<file path="config.mk">
export PLATFORM = sky130hd
export DESIGN_NAME = fpu_realt_scoreboard
export DESIGN_NICKNAME = d
export VERILOG_FILES = /design/src/rtl/fpu_realt_scoreboard.sv
export SDC_FILE = /design/constraint.sdc
export NUM_CORES = 1
export LEC_CHECK = 0
export ABC_AREA = 0
export BUFFER_PORTS_ARGS = -buffer_cell sky130_fd_sc_hd__buf_2
export CELL_PAD_IN_SITES_DETAIL_PLACEMENT = 1
export CELL_PAD_IN_SITES_GLOBAL_PLACEMENT = 2
export CORE_ASPECT_RATIO = 0.5
export CORE_MARGIN = 4
export CORE_UTILIZATION = 41
export DETAILED_ROUTE_END_ITERATION = 10
export MAX_ROUTING_LAYER = met4
export PLACE_DENSITY_LB_ADDON = 0.1
export SYNTH_ARGS = -nofsm -noshare
export SYNTH_HDL_FRONTEND = slang
export SYNTH_SLANG_ARGS = --single-unit
</file>
<file path="constraint.sdc">
create_clock -name clk -period 4.83 [get_ports clk]
set_input_delay 0.966 -clock clk [delete_from_list [all_inputs] [get_ports clk]]
set_output_delay 0.966 -clock clk [all_outputs]
set_load 0.02 [all_outputs]
</file>
<file path="src/rtl/fpu_realt_scoreboard.sv">
// fpu_realt_scoreboard
// Scoreboard for N_CH-channel real_t (IEEE-754 single) results. Expected
// transactions from the model are queued in a FIFO. Each RTL transaction is
// compared against the FIFO head, or directly against the incoming expected
// word when the FIFO is empty. Pass and fail counts are accumulated, and the
// first failure is recorded.
//
// Optional feature macro: FPU_SCB_ULP_TOL_EN. When it is defined, non-NaN
// channels with equal sign also match when their 31-bit magnitude encodings
// differ by no more than ULP_TOL.
//
// Ports:
//   clk, rst            rising-edge clock, synchronous active-high reset
//   i_exp_valid, i_exp  expected transaction push
//   o_exp_ready         FIFO not full
//   i_act_valid, i_act  RTL result transaction to compare
//   o_level             FIFO occupancy, 0..DEPTH
//   o_pass_cnt/o_fail_cnt  saturating compare counters
//   o_err               sticky: any fail, overflow or underflow
//   o_overflow/o_underflow sticky protocol-error flags
//   o_first_fail_idx/o_first_fail_mask  index and channel mask of first fail
module fpu_realt_scoreboard #(
   parameter int unsigned N_CH    = 2,
   parameter int unsigned DEPTH   = 16,
   parameter int unsigned ULP_TOL = 1
) (
   input  logic                         clk,
   input  logic                         rst,
   input  logic                         i_exp_valid,
   input  logic [N_CH-1:0][31:0]        i_exp,
   output logic                         o_exp_ready,
   input  logic                         i_act_valid,
   input  logic [N_CH-1:0][31:0]        i_act,
   output logic [$clog2(DEPTH):0]       o_level,
   output logic [31:0]                  o_pass_cnt,
   output logic [31:0]                  o_fail_cnt,
   output logic                         o_err,
   output logic                         o_overflow,
   output logic                         o_underflow,
   output logic [31:0]                  o_first_fail_idx,
   output logic [N_CH-1:0]              o_first_fail_mask
);

   localparam int unsigned PW = $clog2(DEPTH);
   localparam int unsigned LW = PW + 1;

   // Elaboration-time parameter sanity check
   if (N_CH < 1 || N_CH > 8 || DEPTH < 2 || DEPTH > 256 ||
       (DEPTH & (DEPTH - 1)) != 0 || ULP_TOL > 32'h7FFF_FFFF) begin : g_bad_param
      $error("fpu_realt_scoreboard: parameter out of range");
   end

   logic [N_CH-1:0][31:0] mem [DEPTH];
   logic [PW-1:0]         wr_ptr, rd_ptr;
   logic [31:0]           txn_idx;

   logic                  empty, full;
   logic                  pop, bypass, under, push, ovf, cmp_valid, cmp_fail;
   logic [N_CH-1:0][31:0] ref_data;
   logic [N_CH-1:0]       fail_mask;
   logic [LW-1:0]         level_nxt;

   // Per-channel match: bit-equal, both NaN, or both zero of either sign
   function automatic logic ch_match(input logic [31:0] a, input logic [31:0] b);
      logic a_nan, b_nan, m;
`ifdef FPU_SCB_ULP_TOL_EN
      logic [30:0] diff;
`endif
      a_nan = (a[30:23] == 8'hFF) && (a[22:0] != 23'd0);
      b_nan = (b[30:23] == 8'hFF) && (b[22:0] != 23'd0);
      m = (a == b) || (a_nan && b_nan) || ((a[30:0] == 31'd0) && (b[30:0] == 31'd0));
`ifdef FPU_SCB_ULP_TOL_EN
      diff = (a[30:0] >= b[30:0]) ? (a[30:0] - b[30:0]) : (b[30:0] - a[30:0]);
      if (!a_nan && !b_nan && (a[31] == b[31]) && (diff <= 31'(ULP_TOL)))
         m = 1'b1;
`endif
      return m;
   endfunction

   assign empty = (o_level == LW'(0));
   assign full  = (o_level == LW'(DEPTH));

   // A push while full is still accepted when the same cycle pops, so
   // simultaneous push/pop on a full FIFO keeps the level at DEPTH.
   always_comb begin
      pop       = i_act_valid && !empty;
      bypass    = i_act_valid && empty && i_exp_valid;
      under     = i_act_valid && empty && !i_exp_valid;
      push      = i_exp_valid && !bypass && (!full || pop);
      ovf       = i_exp_valid && full && !pop;
      cmp_valid = pop || bypass;
      ref_data  = pop ? mem[rd_ptr] : i_exp;
      for (int c = 0; c < int'(N_CH); c++) begin
         fail_mask[c] = !ch_match(ref_data[c], i_act[c]);
      end
      cmp_fail  = |fail_mask;
      level_nxt = o_level;
      if (push && !pop)
         level_nxt = o_level + LW'(1);
      else if (pop && !push)
         level_nxt = o_level - LW'(1);
   end

   // Expected-data storage; contents need no reset
   always_ff @(posedge clk) begin
      if (!rst && push)
         mem[wr_ptr] <= i_exp;
   end

   // Pointers, occupancy, counters and sticky status
   always_ff @(posedge clk) begin
      if (rst) begin
         wr_ptr            <= '0;
         rd_ptr            <= '0;
         o_level           <= '0;
         o_exp_ready       <= 1'b1;
         txn_idx           <= '0;
         o_pass_cnt        <= '0;
         o_fail_cnt        <= '0;
         o_err             <= 1'b0;
         o_overflow        <= 1'b0;
         o_underflow       <= 1'b0;
         o_first_fail_idx  <= '0;
         o_first_fail_mask <= '0;
      end else begin
         if (push) wr_ptr <= wr_ptr + PW'(1);
         if (pop)  rd_ptr <= rd_ptr + PW'(1);
         o_level     <= level_nxt;
         o_exp_ready <= (level_nxt != LW'(DEPTH));
         if (ovf)   o_overflow  <= 1'b1;
         if (under) o_underflow <= 1'b1;
         if (ovf || under || (cmp_valid && cmp_fail)) o_err <= 1'b1;
         if (cmp_valid) begin
            txn_idx <= txn_idx + 32'd1;
            if (cmp_fail) begin
               if (o_fail_cnt != '1) o_fail_cnt <= o_fail_cnt + 32'd1;
               // Fail count never returns to zero (saturates), so zero means first fail
               if (o_fail_cnt == 32'd0) begin
                  o_first_fail_idx  <= txn_idx;
                  o_first_fail_mask <= fail_mask;
               end
            end else if (o_pass_cnt != '1) begin
               o_pass_cnt <= o_pass_cnt + 32'd1;
            end
         end
      end
   end

endmodule

</file>
==> out/qor.yml <==
status:
  status: "complete, no violations"
setup_path:
  endpoint_kind: "register"
  cp-start-kind: "register"
  crit_type: "register to register"
  reg2reg_to: "o_fail_cnt[5]"
  ff2ff_setup_slack_ns: 0.13
  crit_fanout: 25
  cp.arrival_ns: 5.29
  worstPathRequired_ns: 5.41
  worstRegToRegCells: 14
grt:
  grt_pass1_wl_um: 224000
  grt_usage: 0.251
  grt_pass1_vias: 30668
  grt_max_degree: 92
  grt_overflow: 0
  antenna_found_initial: 6
routing:
  dr_total_vias: 30069
  ant_nets: 0
  wl_per_cell_um: 30.3
  drtPass1Iterations: 5
  wirelength_um: 156000
  drt_iter0_drc: 2889
  drc: 0
  viasPerCell: 5.84
floorplanning:
  dieHeight_um: 254
  initial_core_util: 0.417
  core_area_um2: 119000
  dieArea_um2: 127000
  die_w_um: 500
  num_rows: 89
  pin_count: 239
place:
  hpwl_um: 100000
  post-place-ws_ns: 0.106
  portBuffers: 238
  place_congestion: 0.898
  place_inst: 4943
pwr:
  power.leakage_nw: 19.0
  power.net_switching_w: 0.00739
  total_power_w: 0.0254
  ir_drop_mv: 0.348
  internal-power_w: 0.0180
  power_frac_clock: 0.341
  p_comb_frac: 0.210
  switching_share: 0.290
  p_per_area_nw_per_um2: 441
  p_seq_frac: 0.449
sta:
  fin_crit_sh: 0.973
  min_period_ns: 4.70
  setup_viol: 0
  max_slew_margin: 0.311
  final-hold-violation-count: 0
  setup_tns_ns: 0
  slew_violations: 0
  finClkSkew_ns: 0.0452
  timing.final.ws_setup_ns: 0.129
  fmax_mhz: 213
  tightest_slew_ns: 1.03
  rsz0062_at_grt: "no"
synthesis:
  synthTopCellsByArea: "edfxtp_1 62%, mux4_2 7.8%, dfxtp_1 6.1%"
  synth_seq_cells: 1175
  synth_cells: 3088
  yosysWarningCount: 0
  syn_area_um2: 49600
  synth_edf_count: 1024
  syn_nets: 3232
  synth_cell_type_count: 81
  netlist.top_cell.by_area: "edfxtp_1"
  ys_seq_area_frac: 0.681
  avgSynthCellArea_um2: 16.0
  synthArstFlopShare: 0
  synth_top_area_frac: 0.620
  synth_ff_type: "edfxtp_1"
min_path:
  min_from: "o_overflow"
  holdCritPathClass: "register to register"
  hold_depth: 2
  min_to: "o_overflow"
cells_and_area:
  final_cells: 5150
  num-nets-final: 3610
  post_route_cells_drive_above_1_share: 0.253
  area.growth.synth_to_final_pct: 16.4
cts:
  clock_latency_ns: 0.73
  clockBufferDepth: 3
  cts_buffers: 107
  cts.clk_slew.worst_paths_ns: 0.07
  cts_max_level: 3
  cts.sinks: 1175
  root_buffer: "clkbuf_16"
  tritoncts: "built"
job:
  cap_violations: 0
final cells by class:
class	count	area, µm²
antenna	2	5.00
clock buffer	132	2830
clock inverter	67	674
fill	11454	61200
inverter	46	175
multi-input combinational	1704	14900
sequential	1175	33800
tap	1592	1990
timing repair buffer	432	3290
critical path, cell delays in order, from the launching register on:
cell,delay (ns)
dfxtp_4,0.44
buf_12,0.22
mux4_2,0.54
mux2i_1,0.51
nand4_1,0.18
a22oi_1,0.36
o2111ai_1,0.22
a211oi_2,0.32
mux2i_1,0.12
a31o_4,0.29
buf_4,0.20
and2_1,0.21
buf_4,0.16
nor4b_1,0.36
mux2_2,0.37
placed cells by master (no fill, tap or decap), types with 23 or more instances in the layout:
cell,netlist,layout
nand4_1,62,62
buf_2,46,237
nand2_1,114,114
nor3_1,47,47
clkbuf_16,0,108
dfxtp_1,151,147
nand3_1,73,73
xnor2_1,99,99
a21oi_1,54,54
buf_4,22,144
a22oi_1,55,55
mux2_2,87,87
edfxtp_1,1024,1024
nor2_1,199,182
o22ai_1,39,39
nor4_1,54,54
buf_12,0,48
clkinv_2,0,23
inv_1,44,43
xor2_1,87,87
o21ai_0,26,25
clkinv_1,1,23
mux4_2,171,171
nor2b_1,41,39
and3_1,29,29
mux2i_1,244,240
how the worst max path moves through the flow:
stage	start	endpoint	slack (ns)	depth (start not counted)
after detailed placement	register	o_fail_cnt[1]	0.11	13
final	register	o_fail_cnt[5]	0.13	14
after global placement	register	o_pass_cnt[11]	0.11	16
after floorplan	i_act_valid	mem[7][0]	-0.28	6
after global routing	register	o_fail_cnt[5]	0.001	14
after CTS	register	o_fail_cnt[1]	0.04	14
cell usage after synthesis (all sizes together) (6+ instances only):
cell type  instances
and2              14
nor4b              6
mux2i            244
o22ai             39
ha                12
nor2             199
or3               15
nand4             62
o31ai             12
mux4             171
a221oi            10
a31oi             13
a21o               8
and4               8
a211oi             6
nor4              54
nand2            114
xor2              87
nor3              47
a22oi             55
a31o               6
nand2b            10
o2bb2ai            6
edfxtp          1024
buf               94
o21ai             26
a22o               6
o21a               6
a21oi             55
inv               45
nor2b             41
or4               11
mux2              91
dfxtp            151
and3              29
clkbuf            69
xnor2             99
nand3             74
stage by stage:
stage / hold slack, ns / instance area [µm²] / util
floorplan: 0.462 / 49600 / -
global placement: 0.459 / 54000 / 0.454
detailed placement: 0.468 / 54000 / 0.454
CTS: 0.441 / 57500 / 0.484
global route: 0.474 / 57700 / 0.485
finish: 0.471 / 57700 / 0.485
cells by family (layout without fill, tap and decap cells):
group / Yosys count / count (layout) / synth area share
fa+ha+maj: 12 / 12 / 0.00303
xor+xnor: 186 / 186 / 0.0329
compound gates: 292 / 292 / 0.0416
mux: 506 / 506 / 0.148
flops: 1175 / 1175 / 0.681
simple gates: 708 / 708 / 0.0726
buf+inv: 209 / 677 / 0.0207
other cells: 0 / 2 / 0
flip-flops by register name (all words and copies together), names as in the netlist, named ones only:
signal,count
o_exp_ready,1
o_level,5
o_fail_cnt,32
rd_ptr,4
o_overflow,1
txn_idx,32
o_underflow,1
mem,1024
o_first_fail_mask,2
o_pass_cnt,32
wr_ptr,4
o_first_fail_idx,32
o_err,1
what timing repair did:
action,4_1_cts,5_1_grt
hold buffers,0,0
setup endpoints to repair,0,74
setup buffers,0,6
gates resized for setup,0,6
routing by layer:
layer  global-route usage  share of wire  routed length, µm
met1                0.370           0.47              73400
met4               0.0444          0.016               2440
met2                0.375           0.45              70300
met3               0.0404          0.065              10200
met5                    -              0                  0
power groups by stage:
| stage | combinational [W] | sequential (W) | clock [W] |
|---|---|---|---|
| finish | 0.00533 | 0.0114 | 0.00867 |
| global route | 0.00563 | 0.0115 | 0.00931 |
| CTS | 0.00521 | 0.0115 | 0.00886 |
| detailed placement | 0.00518 | 0.0117 | 0 |
| global placement | 0.00514 | 0.0117 | 0 |
| floorplan | 0.00284 | 0.0116 | 0 |
Power figures use the tool's default switching activity.
